### src/rtl/mon_mem_responder_if.sv
// Monitor-side request/response bus between the UART monitor and the memory responder.
// The monitor holds a request level until the matching one-cycle completion pulse.
interface mon_mem_responder_if;
   logic        u_read_req;
   logic        u_read_w;
   logic [31:0] u_read_adr;
   logic        read_valid;
   logic [31:0] read_data;
   logic        u_write_req;
   logic        u_write_w;
   logic [31:0] u_write_adr;
   logic [31:0] u_write_data;
   logic        write_finish;
   logic        oor_err;

   modport master (
      output u_read_req, u_read_w, u_read_adr,
      output u_write_req, u_write_w, u_write_adr, u_write_data,
      input  read_valid, read_data, write_finish, oor_err
   );

   modport slave (
      input  u_read_req, u_read_w, u_read_adr,
      input  u_write_req, u_write_w, u_write_adr, u_write_data,
      output read_valid, read_data, write_finish, oor_err
   );
endinterface

### src/rtl/mon_mem_responder.sv
// Services one outstanding monitor read or write against the instruction/data RAM ports,
// yielding each port to the CPU whenever the CPU claims it.
//
// state    | meaning
// IDLE     | sample requests (write wins), latch target, address, data and range check
// RD_ISSUE | wait for port free, then pulse *_re (skipped for out-of-range)
// RD_CAPT  | capture RAM read data (0 if out-of-range), schedule read_valid
// WR_ISSUE | wait for port free, then pulse *_we and schedule write_finish
// DONE     | completion pulse visible, requests ignored
module mon_mem_responder #(
   parameter int IWIDTH = 14,
   parameter int DWIDTH = 14
) (
   input  logic              clk,
   input  logic              rst,
   mon_mem_responder_if.slave bus,
   output logic [IWIDTH-1:0] imem_adr,
   output logic              imem_re,
   output logic              imem_we,
   output logic [31:0]       imem_wdata,
   input  logic [31:0]       imem_rdata,
   output logic [DWIDTH-1:0] dmem_adr,
   output logic              dmem_re,
   output logic              dmem_we,
   output logic [31:0]       dmem_wdata,
   input  logic [31:0]       dmem_rdata,
   input  logic              cpu_imem_busy,
   input  logic              cpu_dmem_busy
);

   typedef enum logic [2:0] {IDLE, RD_ISSUE, RD_CAPT, WR_ISSUE, DONE} state_t;

   state_t            state_q, state_d;
   logic              sel_i_q, sel_i_d;
   logic              oor_q, oor_d;
   logic [IWIDTH-1:0] idx_i_q, idx_i_d;
   logic [DWIDTH-1:0] idx_d_q, idx_d_d;
   logic [31:0]       wdata_q, wdata_d;
   logic [31:0]       read_data_q, read_data_d;
   logic              read_valid_q, read_valid_d;
   logic              write_finish_q, write_finish_d;
   logic              oor_err_q, oor_err_d;
   logic [IWIDTH-1:0] imem_adr_q, imem_adr_d;
   logic [DWIDTH-1:0] dmem_adr_q, dmem_adr_d;
   logic [31:0]       imem_wdata_q, imem_wdata_d;
   logic [31:0]       dmem_wdata_q, dmem_wdata_d;

   logic              req_w;
   logic [31:0]       req_adr;
   logic              req_oor;
   logic              port_busy;
   logic              unused_adr_lsbs;

   // Write request has priority; the read stays pending until the write completes.
   assign req_w           = bus.u_write_req ? bus.u_write_w   : bus.u_read_w;
   assign req_adr         = bus.u_write_req ? bus.u_write_adr : bus.u_read_adr;
   assign req_oor         = req_w ? (|req_adr[31:IWIDTH+2]) : (|req_adr[31:DWIDTH+2]);
   assign port_busy       = sel_i_q ? cpu_imem_busy : cpu_dmem_busy;
   assign unused_adr_lsbs = ^req_adr[1:0];

   always_comb begin
      state_d        = state_q;
      sel_i_d        = sel_i_q;
      oor_d          = oor_q;
      idx_i_d        = idx_i_q;
      idx_d_d        = idx_d_q;
      wdata_d        = wdata_q;
      read_data_d    = read_data_q;
      read_valid_d   = 1'b0;
      write_finish_d = 1'b0;
      oor_err_d      = 1'b0;
      imem_adr_d     = imem_adr_q;
      dmem_adr_d     = dmem_adr_q;
      imem_wdata_d   = imem_wdata_q;
      dmem_wdata_d   = dmem_wdata_q;
      imem_re        = 1'b0;
      imem_we        = 1'b0;
      dmem_re        = 1'b0;
      dmem_we        = 1'b0;

      case (state_q)
         IDLE: begin
            if (bus.u_write_req || bus.u_read_req) begin
               sel_i_d = req_w;
               oor_d   = req_oor;
               idx_i_d = req_adr[IWIDTH+1:2];
               idx_d_d = req_adr[DWIDTH+1:2];
               wdata_d = bus.u_write_data;
               state_d = bus.u_write_req ? WR_ISSUE : RD_ISSUE;
            end
         end
         RD_ISSUE: begin
            if (oor_q) begin
               state_d = RD_CAPT;
            end else if (!port_busy) begin
               if (sel_i_q) begin
                  imem_re    = 1'b1;
                  imem_adr_d = idx_i_q;
               end else begin
                  dmem_re    = 1'b1;
                  dmem_adr_d = idx_d_q;
               end
               state_d = RD_CAPT;
            end
         end
         RD_CAPT: begin
            read_data_d  = oor_q ? 32'h0 : (sel_i_q ? imem_rdata : dmem_rdata);
            read_valid_d = 1'b1;
            oor_err_d    = oor_q;
            state_d      = DONE;
         end
         WR_ISSUE: begin
            if (oor_q || !port_busy) begin
               if (!oor_q && sel_i_q) begin
                  imem_we      = 1'b1;
                  imem_adr_d   = idx_i_q;
                  imem_wdata_d = wdata_q;
               end else if (!oor_q) begin
                  dmem_we      = 1'b1;
                  dmem_adr_d   = idx_d_q;
                  dmem_wdata_d = wdata_q;
               end
               write_finish_d = 1'b1;
               oor_err_d      = oor_q;
               state_d        = DONE;
            end
         end
         DONE:    state_d = IDLE;
         default: state_d = IDLE;
      endcase
   end

   always_ff @(posedge clk or posedge rst) begin
      if (rst) begin
         state_q        <= IDLE;
         sel_i_q        <= 1'b0;
         oor_q          <= 1'b0;
         idx_i_q        <= '0;
         idx_d_q        <= '0;
         wdata_q        <= '0;
         read_data_q    <= '0;
         read_valid_q   <= 1'b0;
         write_finish_q <= 1'b0;
         oor_err_q      <= 1'b0;
         imem_adr_q     <= '0;
         dmem_adr_q     <= '0;
         imem_wdata_q   <= '0;
         dmem_wdata_q   <= '0;
      end else begin
         state_q        <= state_d;
         sel_i_q        <= sel_i_d;
         oor_q          <= oor_d;
         idx_i_q        <= idx_i_d;
         idx_d_q        <= idx_d_d;
         wdata_q        <= wdata_d;
         read_data_q    <= read_data_d;
         read_valid_q   <= read_valid_d;
         write_finish_q <= write_finish_d;
         oor_err_q      <= oor_err_d;
         imem_adr_q     <= imem_adr_d;
         dmem_adr_q     <= dmem_adr_d;
         imem_wdata_q   <= imem_wdata_d;
         dmem_wdata_q   <= dmem_wdata_d;
      end
   end

   // Address/wdata present the new value during the strobe cycle and hold it afterwards.
   assign imem_adr         = imem_adr_d;
   assign dmem_adr         = dmem_adr_d;
   assign imem_wdata       = imem_wdata_d;
   assign dmem_wdata       = dmem_wdata_d;
   assign bus.read_valid   = read_valid_q;
   assign bus.read_data    = read_data_q;
   assign bus.write_finish = write_finish_q;
   assign bus.oor_err      = oor_err_q;

endmodule
### src/flat_wrapper.sv
// flat-port wrapper written by rule: the top's interface ports become plain ports
module mon_mem_responder_flat 
#(
   parameter int IWIDTH = 14,
   parameter int DWIDTH = 14
)
  (clk, rst, imem_adr, imem_re, imem_we, imem_wdata, imem_rdata, dmem_adr, dmem_re, dmem_we, dmem_wdata, dmem_rdata, cpu_imem_busy, cpu_dmem_busy, bus_u_read_req, bus_u_read_w, bus_u_read_adr, bus_u_write_req, bus_u_write_w, bus_u_write_adr, bus_u_write_data, bus_read_valid, bus_read_data, bus_write_finish, bus_oor_err);
  mon_mem_responder_if bus_i ();
  input  logic clk;
  input  logic rst;
  output logic [IWIDTH-1:0] imem_adr;
  output logic imem_re;
  output logic imem_we;
  output logic [31:0] imem_wdata;
  input  logic [31:0] imem_rdata;
  output logic [DWIDTH-1:0] dmem_adr;
  output logic dmem_re;
  output logic dmem_we;
  output logic [31:0] dmem_wdata;
  input  logic [31:0] dmem_rdata;
  input  logic cpu_imem_busy;
  input  logic cpu_dmem_busy;
  input wire logic [$bits(bus_i.u_read_req)-1:0] bus_u_read_req;
  input wire logic [$bits(bus_i.u_read_w)-1:0] bus_u_read_w;
  input wire logic [$bits(bus_i.u_read_adr)-1:0] bus_u_read_adr;
  input wire logic [$bits(bus_i.u_write_req)-1:0] bus_u_write_req;
  input wire logic [$bits(bus_i.u_write_w)-1:0] bus_u_write_w;
  input wire logic [$bits(bus_i.u_write_adr)-1:0] bus_u_write_adr;
  input wire logic [$bits(bus_i.u_write_data)-1:0] bus_u_write_data;
  output wire logic [$bits(bus_i.read_valid)-1:0] bus_read_valid;
  output wire logic [$bits(bus_i.read_data)-1:0] bus_read_data;
  output wire logic [$bits(bus_i.write_finish)-1:0] bus_write_finish;
  output wire logic [$bits(bus_i.oor_err)-1:0] bus_oor_err;
  assign bus_i.u_read_req = bus_u_read_req;
  assign bus_i.u_read_w = bus_u_read_w;
  assign bus_i.u_read_adr = bus_u_read_adr;
  assign bus_i.u_write_req = bus_u_write_req;
  assign bus_i.u_write_w = bus_u_write_w;
  assign bus_i.u_write_adr = bus_u_write_adr;
  assign bus_i.u_write_data = bus_u_write_data;
  assign bus_read_valid = bus_i.read_valid;
  assign bus_read_data = bus_i.read_data;
  assign bus_write_finish = bus_i.write_finish;
  assign bus_oor_err = bus_i.oor_err;
  mon_mem_responder #(.IWIDTH(IWIDTH), .DWIDTH(DWIDTH)) u_core (.clk(clk), .rst(rst), .bus(bus_i), .imem_adr(imem_adr), .imem_re(imem_re), .imem_we(imem_we), .imem_wdata(imem_wdata), .imem_rdata(imem_rdata), .dmem_adr(dmem_adr), .dmem_re(dmem_re), .dmem_we(dmem_we), .dmem_wdata(dmem_wdata), .dmem_rdata(dmem_rdata), .cpu_imem_busy(cpu_imem_busy), .cpu_dmem_busy(cpu_dmem_busy));
endmodule
### config.mk
export PLATFORM = sky130hd
export DESIGN_NAME = mon_mem_responder_flat
export DESIGN_NICKNAME = d
export VERILOG_FILES = /design/src/rtl/mon_mem_responder_if.sv /design/src/rtl/mon_mem_responder.sv /design/src/flat_wrapper.sv
export SDC_FILE = /design/constraint.sdc
export NUM_CORES = 1
export LEC_CHECK = 0
export CAP_MARGIN = 20
export CORE_ASPECT_RATIO = 0.7
export CORE_MARGIN = 2
export CORE_UTILIZATION = 39
export CTS_CLUSTER_DIAMETER = 200
export CTS_CLUSTER_SIZE = 28
export DETAILED_ROUTE_END_ITERATION = 10
export HOLD_SLACK_MARGIN = 0.05
export PLACE_DENSITY = 0.76
export SETUP_SLACK_MARGIN = 0.15
export SKIP_CTS_REPAIR_TIMING = 1
export SLEW_MARGIN = 20
export SYNTH_ARGS = -nofsm -noshare
export SYNTH_HDL_FRONTEND = slang
export SYNTH_SLANG_ARGS = --single-unit
### constraint.sdc
create_clock -name clk -period 6.1 [get_ports clk]
set_input_delay 1.22 -clock clk [delete_from_list [all_inputs] [get_ports clk]]
set_output_delay 1.22 -clock clk [all_outputs]
set_load 0.01 [all_outputs]
# Word-level counts from Yosys, hierarchy flattened
# Index checks and enable logic that the tools add are counted.
# W data, S select, Z words.
# op_classes
reduce_logical,9
eq_ne,6
muxes,51
# ops
cell,n
$mux W32,10
$mux W14,11
$pmux W14 S2,2
$mux W1,21
$reduce_or A16 Y1,1
$mux W3,4
$pmux W3 S4,1
$eq A3 B2 Y1 const B,2
$ne A2 B1 Y1 const B,2
$eq A3 B1 Y1 const B,1
$logic_not A3 Y1,1
$ne A3 B2 Y1 const B,1
$reduce_and A3 Y1,1
$logic_not A1 Y1,2
$logic_or A1 B1 Y1,2
$mux W2,1
$pmux W1 S2,1
$reduce_and A2 Y1,1
$logic_and A1 B1 Y1,1
# totals
elab_cells,79
reg_bits,178
output_inout_bits,131
inputBits,168

# Depth between registers and ports, before layout
# Gate-level depths: netlist of run 1.
# logic_depth
depth_word,5
ltp_mapped,7
depth_no_buf,4

# Worst setup path after synthesis of run 1
# Ideal clock, no wire load.
# synth_path
path_type,input to output
startpoint,input cpu_dmem_busy
endpoint,output dmem_wdata[10]
path_stages,6
t_arrival_ps,2694
required_ps,4880
n_path_buf,3
setup_slack_ps,2186
path_cell_list,or4_4 buf_6 or2_1 buf_2 buf_6 mux2_4
# synth_via
elab_chain_cells,5
# synth_rtl
item,line_no,source
start: declaration,flat_wrapper.sv:22,input logic cpu_dmem_busy;
$mux W1,mon_mem_responder.sv:58,assign port_busy = sel_i_q ? cpu_imem_busy : cpu_dmem_busy;
$logic_not A1 Y1,-,
$logic_or A1 B1 Y1,mon_mem_responder.sv:113,if (oor_q || !port_busy) begin
$mux W32,mon_mem_responder.sv:113,
$mux W32,mon_mem_responder.sv:81,case (state_q)
end: declaration,flat_wrapper.sv:19,output logic [31:0] dmem_wdata;
# No other way between the ends.

# Worst setup path after layout of run 1
# layout_path
startpoint,input cpu_imem_busy
endpoint,output imem_wdata[25]
# layout_via
elab_chain_cells,5
# layout_rtl
item,line_no,source
start: declaration,flat_wrapper.sv:21,input logic cpu_imem_busy;
$mux W1,mon_mem_responder.sv:58,
$logic_not A1 Y1,-,
$logic_or A1 B1 Y1,mon_mem_responder.sv:113,
$mux W32,mon_mem_responder.sv:113,
$mux W32,mon_mem_responder.sv:81,
end: declaration,flat_wrapper.sv:14,output logic [31:0] imem_wdata;
# No other way between the ends.

==> flow_summary.ini, run 1 <==
[worst_hold_path]
hold_depth = 2
min_path_type = register to register

[sta]
period_needed_ns = 5.16
hold_violations = 0
rsz0062_at_grt = no
finalClockSkew_ns = 0.0136
maxSlewViolCount = 0
worst_slew_pin_slew_ns = 0.973
layout_setup_ws_ns = 0.944
max_freq_ghz = 0.194
relSlewSlack_pct = 35.1
setup_tns_ns = 0
setup_viol = 0
fin_crit_sh_pct = 84.5

[drt]
postRouteWirelength_microns = 18500
routed_via_density = 4.74
routedWlPerCell_microns = 17.4
drc = 0
vias = 5041
drtPass1Iterations = 4
drtIter0Drc = 276
postRouteAntennaNets = 0

[global_route]
grt_pass1_vias = 5129
top_usage_layer = met2
grt_pass1_wl_microns = 28800
grt_overflow = 0
grt_util_met1_pct = 25.0
grt_usage_pct = 18.6
grt_max_degree = 179
grt_util_met3_pct = 6.96
gr-usage-met2_pct = 28.4
antenna_found_initial = 0

[die]
coreArea_sq_mm = 0.0189
die_w_microns = 170
dieArea_sq_mm = 0.0203
ios = 299
rows = 42
start_util_pct = 39.7
die_h_microns = 120

[placement]
io_buffers = 294
routabilityCongestion = 0.767
hpwlAfterDp_microns = 12900
place_ws_ns = 0.953

[final_layout]
syn_to_final_growth_pct = 50.0
drive_gt1_share_pct = 20.8
antennaDiodeCount = 0
layout.nets = 976

[critical_path]
required_ns = 4.88
critPathKind = input pin to output port
cp.arrival_ns = 3.94
ff2ff_path_depth = 6
critPathMaxFanout = 33
end_kind = output port
start_kind = input pin

[cts]
cts_buffer_depth = 2
numClockSinks = 178
clkLatencyLatePin_ns = 0.43
cts_root_buf = clkbuf_16
cts_buffers = 17
htree_levels = 4
tritoncts = done
cts.clk_slew.worst_paths_ns = 0.06

[outcome]
status = completed

[power]
vdd_ir_drop_max_mv = 0.185
power.density_mw_per_mm2 = 337
p_total_mw = 3.79
cellLeakagePower_nw = 5.20

[logic_synthesis]
yosys.area.top_type = dfrtp_1
syn_nets = 690
ys_ff_latch = 178
synth_top_area_share_pct = 59.5
ys_seq_area_share_pct = 59.5
synth.distinct_cells = 32
syn_avg_cell_area_sq_um = 14.3
syn-cell-area_sq_mm = 0.00749
netlist_instances = 522
yosys-top-cells-area = dfrtp_1 (59%), mux2_4 (12%), mux2_2 (9.9%), mux2i_1 (6.4%), o31ai_1 (3.2%)
ys_warn_count = 0

[flow_run]
cap_violations = 0
## report_power, final
part | switching (mW) | total (mW) | internal [mW]
Sequential | 0.149 | 1.59 | 1.44
Clock | 0.472 | 1.14 | 0.667
Combinational | 0.477 | 1.06 | 0.585
Total | 1.10 | 3.79 | 2.69
## cells by family after synthesis
| group | Yosys count | share of synthesized area (%) |
|---|---|---|
| flops | 178 | 59.5 |
| mux | 172 | 28.0 |
| simple gates | 76 | 4.59 |
| compound gates | 54 | 4.84 |
| buf+inv | 41 | 3.01 |
| xor+xnor | 1 | 0.117 |
## through the flow
stage	instance area (sq um)	hold slack (ns)	utilization (%)	std cells
after detailed placement	10600	0.465	56.3	1031
after global routing	11200	0.496	59.5	1063
after floorplan	7490	0.481	-	522
after CTS	11200	0.480	59.5	1063
final	11200	0.474	59.5	1063
after global placement	10600	0.459	56.3	1031
## metal layers
layer	up-vias	share of wire, %
li1	2408	-
met1	2448	45
met2	171	46
met3	12	8.5
met4	2	0.87
met5	-	0.032
## layout by cell type, fill, tap and decap left out, types with 2 or more instances in the layout
cell type        count
bufinv_16            3
clkbuf_16           17
o31ai_1             32
inv_1                4
or2_2                3
dfrtp_1            177
clkinvlp_4           2
a21oi_1             17
clkdlybuf4s50_1    294
nand4_1              2
inv_8                3
mux2_4              58
nor4_1               4
inv_6                2
mux2_2              66
clkbuf_1             2
buf_4                8
mux2i_1             48
nor2_1              23
nand2_1             32
nor3_1               3
clkinv_2             2
## Yosys cell counts
| cell type | number |
|---|---|
| o21ai_0 | 1 |
| mux2_2 | 66 |
| nand2b_1 | 2 |
| mux2i_1 | 48 |
| o21bai_1 | 1 |
| o211a_1 | 1 |
| or4b_1 | 1 |
| clkbuf_1 | 22 |
| buf_6 | 9 |
| mux2_4 | 58 |
| xnor2_1 | 1 |
| nor4b_1 | 1 |
| buf_1 | 2 |
| a21oi_1 | 17 |
| nand2_1 | 32 |
| and2_1 | 1 |
| inv_1 | 5 |
| nor2_1 | 23 |
| and3_1 | 1 |
| nand3_1 | 1 |
| or2_2 | 1 |
| o31ai_1 | 32 |
| nor4_1 | 4 |
| nor3_1 | 3 |
| or4_4 | 1 |
| buf_2 | 3 |
| nand4_1 | 2 |
| dfrtp_1 | 178 |
| or2_1 | 2 |
| nor2b_1 | 1 |
| a22oi_1 | 1 |
| a21boi_0 | 1 |
## registers in the layout, indices dropped and copies added, names as in the netlist, 3 cells and up
name                  count
u_core.dmem_wdata_q      32
u_core.imem_adr_q        14
u_core.wdata_q           32
u_core.idx_i_q           14
u_core.state_q            3
u_core.dmem_adr_q        14
u_core.bus.read_data     32
u_core.imem_wdata_q      32
## worst max-delay path, stage by stage
cell             delay, ns
clkdlybuf4s50_1       0.41
or4b_1                0.51
buf_4                 0.23
or2_2                 0.29
buf_4                 0.32
mux2_4                0.39
clkdlybuf4s50_1       0.52
## layout make-up
cell class	count	area, sq um
flip-flops and latches	178	4460
well taps	242	303
repair buffers	303	3020
inverters	5	22.5
multi-input cells	303	2810
clock inverters	12	168
clock buffers	20	447
fillers	1530	7630
## worst paths after layout
check	end	slack [ns]	startpoint
min	u_core.bus.read_data[23]	0.47	u_core.bus.read_data[23]
max	imem_wdata[25]	0.94	cpu_imem_busy
min reg2reg	u_core.bus.read_data[23]	0.47	u_core.bus.read_data[23]
max reg2reg	u_core.imem_wdata_q[26]	3.29	u_core.oor_q
max in group asynchronous	u_core.sel_i_q	3.93	rst
min in group asynchronous	u_core.imem_wdata_q[29]	1.36	rst
(Power assumes the default switching activity.)
==> inputs of run 2 (changes only) <==
==> constraint.sdc (replaced) <==
create_clock -name clk -period 4.6 [get_ports clk]
set_input_delay 0.92 -clock clk [delete_from_list [all_inputs] [get_ports clk]]
set_output_delay 0.92 -clock clk [all_outputs]
set_load 0.01 [all_outputs]
==> flow_summary.ini, run 2 (synthesis results as in run 1) <==
[drt]
postRouteWirelength_microns = 18900
drtPass1Iterations = 6
routedWlPerCell_microns = 17.8
routed_via_density = 4.80
postRouteAntennaNets = 0
drc = 0
vias = 5115
drtIter0Drc = 257

[cts]
cts_root_buf = clkbuf_16
clkLatencyLatePin_ns = 0.42
htree_levels = 4
numClockSinks = 178
cts_buffers = 17
cts_buffer_depth = 2
cts.clk_slew.worst_paths_ns = 0.06
tritoncts = done

[worst_hold_path]
hp-start = u_core.bus.read_data[23]
min_path_type = register to register
min_to = u_core.bus.read_data[23]
hold_depth = 2

[global_route]
antenna_found_initial = 1
grt_max_degree = 123
grt_pass1_vias = 5322
grt_overflow = 0
grt_pass1_wl_microns = 29500
grt_usage_pct = 18.8

[sta]
setup_viol = 0
worst_slew_pin_slew_ns = 0.757
max_freq_ghz = 0.236
finalClockSkew_ns = 0.0103
fin_crit_sh_pct = 92.2
setup_tns_ns = 0
rsz0062_at_grt = no
period_needed_ns = 4.24
hold_violations = 0
maxSlewViolCount = 0
relSlewSlack_pct = 49.5

[power]
power.density_mw_per_mm2 = 452
p_total_mw = 5.11
vdd_ir_drop_max_mv = 0.233
cellLeakagePower_nw = 5.23

[placement]
hpwlAfterDp_microns = 13300
io_buffers = 294
routabilityCongestion = 0.762

[critical_path]
critPathKind = input pin to output port
cp.arrival_ns = 3.32
rrSetupSlack_ns = 2.26
r2r-start = u_core.oor_q
rr_endpoint = u_core.imem_wdata_q[22]
critPathMaxFanout = 33
start_kind = input pin
end_kind = output port
required_ns = 3.68
ff2ff_path_depth = 4

[final_layout]
final_common_cell = clkdlybuf4s50_1
layout.nets = 978
syn_to_final_growth_pct = 51.1
most-common-layout-cells = clkdlybuf4s50_1 (294), dfrtp_1 (177), mux2_2 (66)
drive_gt1_share_pct = 21.3

[die]
die_h_microns = 120
start_util_pct = 39.7
dieArea_sq_mm = 0.0203
die_w_microns = 170
ios = 299
coreArea_sq_mm = 0.0189
rows = 42

[outcome]
status = completed

[flow_run]
cap_violations = 0
[run 2: cell count changes in the layout (fill, tap and decap cells not counted), sizes merged]
cell      change
buf           +2
clkinvlp      +1
clkbuf        -1
diode         +1
[run 2: layout make-up]
type,instances,area (sq um)
fillers,1505,7550
flip-flops and latches,178,4460
repair buffers,305,3080
multi-input cells,303,2810
clock buffers,19,453
well taps,242,303
clock inverters,13,193
inverters,5,22.5
diodes,1,2.50
[run 2: metal layers]
| metal | vias to the layer above | track usage [%] | share of wire [%] | wire length, microns |
|---|---|---|---|---|
| li1 | 2423 | - | - | - |
| met1 | 2490 | 25.1 | 46 | 8740 |
| met2 | 182 | 28.9 | 45 | 8460 |
| met3 | 18 | 6.66 | 8.0 | 1510 |
| met4 | 2 | 5.40 | 1.2 | 234 |
| met5 | - | 0 | 0.032 | 6 |
[run 2: worst max path at each step]
stage | start | to | slack (ns)
floorplan | cpu_dmem_busy | dmem_wdata[10] | 1.29
global route | cpu_imem_busy | imem_wdata[27] | 0.34
finish | cpu_imem_busy | imem_wdata[25] | 0.36
global placement | cpu_imem_busy | imem_wdata[7] | 0.39
detailed placement | cpu_imem_busy | imem_wdata[2] | 0.38
CTS | cpu_imem_busy | imem_wdata[25] | 0.38
[run 2: worst max-delay path: stages]
cell             delay, ns
clkdlybuf4s50_1       0.42
or4b_1                0.56
or2_2                 0.32
buf_12                0.19
mux2_4                0.34
clkdlybuf4s50_1       0.51
[run 2: stage by stage]
stage | cell area, sq um | hold slack (ns) | util [%] | setup slack [ns] | instances
floorplan | 7490 | 0.481 | - | 1.29 | 522
global placement | 10700 | 0.458 | 56.6 | 0.395 | 1033
detailed placement | 10700 | 0.465 | 56.6 | 0.384 | 1033
CTS | 11300 | 0.481 | 60.0 | 0.381 | 1065
global route | 11300 | 0.495 | 60.0 | 0.339 | 1065
finish | 11300 | 0.475 | 60.0 | 0.359 | 1066
[run 2: power by group]
part | total (mW) | internal (mW) | switching (mW)
logic | 1.42 | 0.787 | 0.634
registers | 2.12 | 1.91 | 0.213
clock network | 1.57 | 0.908 | 0.662
